## config.mk

```make
export PLATFORM = sky130hd
export DESIGN_NAME = ber_align_counter
export DESIGN_NICKNAME = d
export VERILOG_FILES = /design/src/rtl/ber_align_counter.sv
export SDC_FILE = /design/constraint.sdc
export NUM_CORES = 2
export LEC_CHECK = 0
export ABC_AREA = 1
export BUFFER_PORTS_ARGS = -buffer_cell sky130_fd_sc_hd__buf_2
export CAP_MARGIN = 10
export CORE_ASPECT_RATIO = 0.6
export CORE_MARGIN = 2
export CORE_UTILIZATION = 30
export DETAILED_ROUTE_END_ITERATION = 12
export PLACE_DENSITY = 0.43
export SLEW_MARGIN = 30
export SYNTH_ARGS = -nofsm -noshare
export SYNTH_HDL_FRONTEND = slang
export SYNTH_SLANG_ARGS = --single-unit
```

## constraint.sdc

```tcl
create_clock -name clock -period 6.63 [get_ports clock]
set_clock_uncertainty 0.2 [all_clocks]
set_input_delay 0 -clock clock [delete_from_list [all_inputs] [get_ports clock]]
set_output_delay 0 -clock clock [all_outputs]
set_load 0.01 [all_outputs]
```

## src/rtl/ber_align_counter.sv

```systemverilog
// ber_align_counter: per-channel BER checker that searches the reference delay,
// locks onto it and counts saturating errors/bits while locked.
module ber_align_counter #(
  parameter int N_CH       = 2,
  parameter int MAX_DELAY  = 512,
  parameter int WIN        = 64,
  parameter int LOCK_THR   = 2,
  parameter int UNLOCK_THR = 16,
  parameter int NB_CNT     = 64,
  localparam int NB_DLY    = $clog2(MAX_DELAY),
  localparam int NB_WIN    = $clog2(WIN + 1)
) (
  input  logic                     clock,
  input  logic                     i_reset,
  input  logic                     i_enable,
  input  logic                     i_valid,
  input  logic [N_CH-1:0]          i_ref,
  input  logic [N_CH-1:0]          i_rx,
  input  logic                     i_clear,
  output logic [N_CH-1:0]          o_lock,
  output logic                     o_all_locked,
  output logic [N_CH*NB_DLY-1:0]   o_delay,
  output logic [N_CH*NB_CNT-1:0]   o_err,
  output logic [N_CH*NB_CNT-1:0]   o_bits
);
  typedef enum logic {SEARCH, LOCKED} state_t;
  logic              strobe, win_end;
  logic [NB_WIN-1:0] w;
  assign strobe  = i_enable & i_valid;
  assign win_end = strobe && (w == NB_WIN'(WIN - 1));
  always_ff @(posedge clock)
    if (!i_reset) w <= '0;
    else if (strobe) w <= win_end ? '0 : w + NB_WIN'(1);
  for (genvar k = 0; k < N_CH; k++) begin : g_ch
    state_t              st, st_nxt;
    logic [MAX_DELAY-1:0] taps;
    logic [MAX_DELAY-1:1] hist;
    logic [NB_DLY-1:0]   dly, dly_inc, dly_nxt;
    logic [NB_WIN-1:0]   ew, ew_fin;
    logic [NB_CNT-1:0]   err, bits;
    logic                mm, go_lock, go_unlock;
    // tap 0 is the live reference, older samples come from the history register
    assign taps = {hist, i_ref[k]};
    always_comb begin
      mm        = i_rx[k] ^ taps[dly];
      ew_fin    = (ew == NB_WIN'(WIN)) ? ew : ew + NB_WIN'(mm);
      dly_inc   = (dly == NB_DLY'(MAX_DELAY - 1)) ? '0 : dly + NB_DLY'(1);
      go_lock   = win_end && st == SEARCH && 32'(ew_fin) <= LOCK_THR;
      go_unlock = win_end && st == LOCKED && 32'(ew_fin) > UNLOCK_THR;
      st_nxt    = go_lock ? LOCKED : go_unlock ? SEARCH : st;
      dly_nxt   = ((win_end && st == SEARCH && !go_lock) || go_unlock) ? dly_inc : dly;
    end
    always_ff @(posedge clock)
      st <= !i_reset ? SEARCH : st_nxt;
    always_ff @(posedge clock)
      if (!i_reset) begin
        hist <= '0;
        dly  <= '0;
        ew   <= '0;
      end else if (strobe) begin
        hist <= taps[MAX_DELAY-2:0];
        dly  <= dly_nxt;
        ew   <= win_end ? '0 : ew_fin;
      end
    // a clear coinciding with a strobe wins, so that strobe is never counted
    always_ff @(posedge clock)
      if (!i_reset || i_clear) begin
        err  <= '0;
        bits <= '0;
      end else if (strobe && st == LOCKED) begin
        err  <= (&err) ? err : err + NB_CNT'(mm);
        bits <= (&bits) ? bits : bits + NB_CNT'(1);
      end
    assign o_lock[k]                     = st == LOCKED;
    assign o_delay[k*NB_DLY +: NB_DLY]   = dly;
    assign o_err[k*NB_CNT +: NB_CNT]     = err;
    assign o_bits[k*NB_CNT +: NB_CNT]    = bits;
  end
  assign o_all_locked = &o_lock;
endmodule

```

-- Word level (Yosys, flattened, before mapping)
Cells that the tools add are included.
- input bits: 9
- register bits after elaboration: 1319
- output and inout bits: 277
- add/sub/neg operators: 9
- bitwise logic cells: 9
- equality and inequality tests: 5
- order comparisons: 6
- reduce and logical (&&, ||, !) cells: 32
- multiplexer cells: 15
- operators by type and width (operator ; count):
    64-bit AND reduction ; 4
    64-bit by 1-bit adder with 64-bit output ; 2
    64-bit by 1-bit adder with 64-bit output (second input constant) ; 2
    7-bit two-way mux ; 5
    9-bit by 10-bit < comparator with 1-bit output (second input constant) ; 2
    9-bit by 1-bit adder with 9-bit output (second input constant) ; 2
    1-bit binary-select mux with 9-bit select ; 2
    9-bit == test (second input constant) ; 2
    9-bit two-way mux ; 2
    7-bit by 1-bit adder with 7-bit output ; 2
    7-bit == test (second input constant) ; 2
    7-bit by 5-bit > comparator with 1-bit output (second input constant) ; 2
    7-bit by 2-bit <= comparator with 1-bit output (second input constant) ; 2
    2-bit AND reduction ; 7
    1-bit logical AND ; 13
    7-bit by 1-bit adder with 7-bit output (second input constant) ; 1
    7-bit by 6-bit == test with 1-bit output (second input constant) ; 1
    1-bit two-way mux ; 6
    1-bit NOT ; 6
    2-bit nonzero test ; 2
    1-bit zero test ; 3
    1-bit logical OR ; 3
    1-bit bitwise XOR ; 2
    1-bit AND ; 1

-- Logic depth before layout (Yosys ltp)
- depth in word-level cells: 11
- mapped depth: 39

-- Worst setup path before layout
OpenSTA, ideal clock, no wires.
- kind: register to register
- start: reg g_ch[0].dly[0]
- end: reg g_ch[0].err[46]
- arrival: 3392 ps
- setup slack: 2906 ps
- stages on the path, launching flop included: 30
- data required time: 6298 ps
- clock period less this slack: 3724 ps
- cell sequence: dfxtp_1 > buf_2 > buf_4 > clkbuf_1 > nand2_1 > nand3_1 > nand3_1 > nand3_1 > nand3_1 > nand3_1 > nand2_1 > nand2_1 > nand2_1 > nand3_1 > nand2_1 > nand2_1 > nand2_1 > nand2_1 > ha_1 > ha_1 > inv_1 > nor2_1 > inv_1 > nor2_2 > inv_1 > nor2_1 > nand4_1 > xnor2_1 > nand2_1 > a21oi_1
- longest elaborated chain between the ends: 4
- RTL lines (element ; line ; text):
    start, declared ; 38 ; logic [NB_DLY-1:0] dly, dly_inc, dly_nxt;
    start signal, assigned ; 62 ; dly <= dly_nxt;
    1-bit binary-select mux with 9-bit select ; 45 ; mm = i_rx[k] ^ taps[dly];
    1-bit two-way mux (not written as such) ; 45 ;
    1-bit bitwise XOR ; 45 ;
    64-bit by 1-bit adder with 64-bit output ; 71 ; err <= (&err) ? err : err + NB_CNT'(mm);
    end signal, assigned ; 71 ;
    end, declared ; 40 ; logic [NB_CNT-1:0] err, bits;
No other way between the ends. The select of a mux whose other input is x is not followed.
A chain may end at the register's enable or synchronous reset.

-- Worst setup path after layout
- start: reg g_ch[1].dly[2]
- end: reg g_ch[1].err[46]
- longest elaborated chain between the ends: 4
- RTL lines (element ; line):
    start, declared ; 38
    start signal, assigned ; 62
    1-bit binary-select mux with 9-bit select ; 45
    1-bit two-way mux (not written as such) ; 45
    1-bit bitwise XOR ; 45
    64-bit by 1-bit adder with 64-bit output ; 71
    end signal, assigned ; 71
    end, declared ; 40
No other way between the ends. The select of a mux whose other input is x is not followed.

==> flow_summary_export.csv <==
group,metric,value,unit
die,design.die.area,213500,um2
global_routing,grtUsageTotal,20.26,%
critical_path,cp_slowest_cell,"inv_1",
synth,synthFlopType,"dfxtp_1",
routing,drtIter0Drc,5474,
timing,post-route-min-period,5694,ps
routing,drc,0,
min_path,hold_class,"input port to register",
die,start_util,30.13,%
global_routing,grt_overflow,0,
synth,ys_seq_elements,1319,
layout,post-route-util,34.27,%
layout,final-instance-count-excl-fill,12380,
timing,hold-worst-slack,18.87,ps
synth,synth_cell_types,57,
routing,wl,225100,um
critical_path,required,7140,ps
layout,final.fill_count,22808,
pwr,power_density,259.0,nW/um2
critical_path,cp.arrival,6200,ps
synth,synthesis.instances,9573,
critical_path,crit_buf_inv,5,
layout,design_area,71560,um2
global_routing,grt_pass1_wl,345800,um
timing,fmax,175.6,MHz
timing,setup_viol,0,
pwr,power,18.54,mW
pwr,net-switching-power,4.609,mW
global_routing,grt_antenna_before_repair,7,
critical_path,path_max_fanout,19,
placement,dp_worst_setup_slack,910.7,ps
pwr,p_leak,27.22,nW
pwr,swShare,24.86,%
routing,routedWlPerCell,18.18,um
global_routing,grt_pass1_vias,55645,
cts,cts_tree,"done",
job,maxCapViolCount,0,
pwr,seq_power_share,46.2,%
critical_path,endpoint_kind,"register",
routing,vias,61394,
cts,clockBufferDepth,4,
global_routing,grt_max_degree,226,
layout,layout_common_cells,"nor2_1 (2246), nand2_1 (1760), dfxtp_1 (1313), o21ai_0 (1211), nand3_1 (748)",
layout,drive_gt1_share,7.245,%
placement,hpwl,142000,um
die,io-pin-count,286,
pwr,clkPwrFrac,47.4,%
synth,synth_nets,9597,
die,fp.dieW,595.2,um
die,fp.dieH,358.7,um
status,outcome,"finished, final reports clean",
layout,fin_nets,9528,
layout,final_common_cell,"nor2_1",
timing,slew_headroom,29.63,%
critical_path,start_kind,"register",
routing,routed_via_density,4.959,
placement,dp_cells,12105,
cts,path_clk_slew,60,ps
cts,cts_max_level,4,
synth,yosysSeqAreaShare,41.97,%
pwr,power_frac_comb,6.4,%
synth,yosysWarnings,0,
layout,areaGrowthSynthToFinish,13.75,%
synth,synthArstFlopShare,0,%
timing,tightest_slew,1055,ps
synth,synth_edf_count,0,
pwr,ir_drop,0.1693,mV
routing,firstDrtPassIters,7,
critical_path,cp_top_family,"simple AND/OR/NAND/NOR gates",
timing,timing.final.ws_setup,935.7,ps
timing,fin_setup_tns,0,ps
synth,syn_area_per_cell,6.572,um2
critical_path,critPathKind,"register to register",
die,std_cell_rows,130,
cts,cts_resized,0,
pwr,p_int,13.93,mW
cts,cts_made_buffers,154,
synth,synthesis.area,62920,um2
timing,period_share,85.89,%
die,core_area,208900,um2
cts,cts_sinks,1319,
placement,place.gp.congestion,0.9130,
timing,maxSlewViolCount,0,
timing,rsz0062_at_grt,"false",
critical_path,cpMostUsedCell,"nand2_1",
timing,finalHoldViolations,0,
critical_path,max_stage_delay,670,ps
cts,root_buffer,"clkbuf_16",
placement,placed_area,66290,um2
cts,clock_latency,820,ps
placement,port_buffers,285,
cts,post_cts_buffers,0,
routing,final_antenna_net_count,0,
==> power groups by stage <==
stage / clock [mW] / combinational (mW) / sequential (mW)
2_1_floorplan: 0 / 0.927 / 8.67
3_3_place_gp: 0 / 1.16 / 8.74
3_5_place_dp: 0 / 1.18 / 8.74
4_1_cts: 9.09 / 1.19 / 8.57
5_1_grt: 9.40 / 1.39 / 8.62
6_report: 8.78 / 1.18 / 8.57
==> tightest hold or removal path, cell delays in order <==
cell     delay (ps)
buf_2           140
nand3_1          80
nand2_1         380
ha_1            190
o21ai_0          80
nor2_1           80
==> final timing paths <==
path,startpoint,to,slack (ps),cells past startpoint
setup / recovery,g_ch[1].dly[2]$_SDFFE_PN0P_,g_ch[1].err[46]$_SDFFE_PP0P_,940,27
hold / removal,i_rx[1],g_ch[1].err[0]$_SDFFE_PP0P_,20,6
setup reg to reg,g_ch[1].dly[2]$_SDFFE_PN0P_,g_ch[1].err[46]$_SDFFE_PP0P_,940,27
hold reg to reg,w[6]$_SDFFE_PN0P_,w[6]$_SDFFE_PN0P_,240,2
==> metal layers <==
metal	track usage (%)	vias to the layer above	part of all wire, %
met5	0	-	0.0044
met1	32.34	28654	53
met3	3.977	257	6.8
met2	27.10	1547	38
met4	4.319	2	1.9
li1	-	30934	-
==> state kept, by name (all words and copies together), names as in the netlist <==
signal     flops
w              7
g_ch.bits    128
g_ch.ew       14
g_ch.dly      18
g_ch.err     128
g_ch.st        2
g_ch.hist   1022
==> kinds of logic (layout without fill, tap and decap cells) <==
kind of cell / after synthesis / in the layout / synth area share (%)
flops: 1319 / 1319 / 41.97
compound gates: 1803 / 1803 / 14.61
simple gates: 5147 / 5147 / 33.79
other cells: 0 / 2 / 0
xor+xnor: 140 / 140 / 1.949
buf+inv: 1149 / 1182 / 7.388
fa+ha+maj: 15 / 15 / 0.2983
==> Yosys cell counts (all sizes together) (10+ instances only) <==
cell type	number	area, um2
a21oi	489	2451
dfxtp	1319	26410
ha	15	187.7
xnor2	46	402.9
o211ai	19	142.6
and3	13	81.33
xor2	94	823.3
nand3	751	3774
nor3	137	742.0
nand4	113	713.2
nor4	61	421.7
nor3b	19	157.7
nor2	2257	8502
clkinv	10	37.54
o21ai	1248	6254
clkbuf	434	1629
nand2	1772	6684
or2	10	62.56
buf	184	1023
inv	521	1958
o21a	17	127.6
==> final cells by class <==
cell class / count / area [um2] / share of cell area, %
clock inverter: 37 / 494.2 / 0.6906
timing repair buffer: 393 / 2688 / 3.755
tap: 2772 / 3468 / 4.846
multi-input combinational: 7105 / 31900 / 44.58
sequential: 1319 / 26430 / 36.92
clock buffer: 221 / 4552 / 6.360
inverter: 531 / 2029 / 2.836
antenna: 2 / 5.005 / 0.006993
==> timing repair <==
action,4_1_cts,5_1_grt
setup endpoints to repair,0,0
hold endpoints to repair,516,0
hold buffers,12,0
No activity file was read; power rests on OpenSTA's default activity.
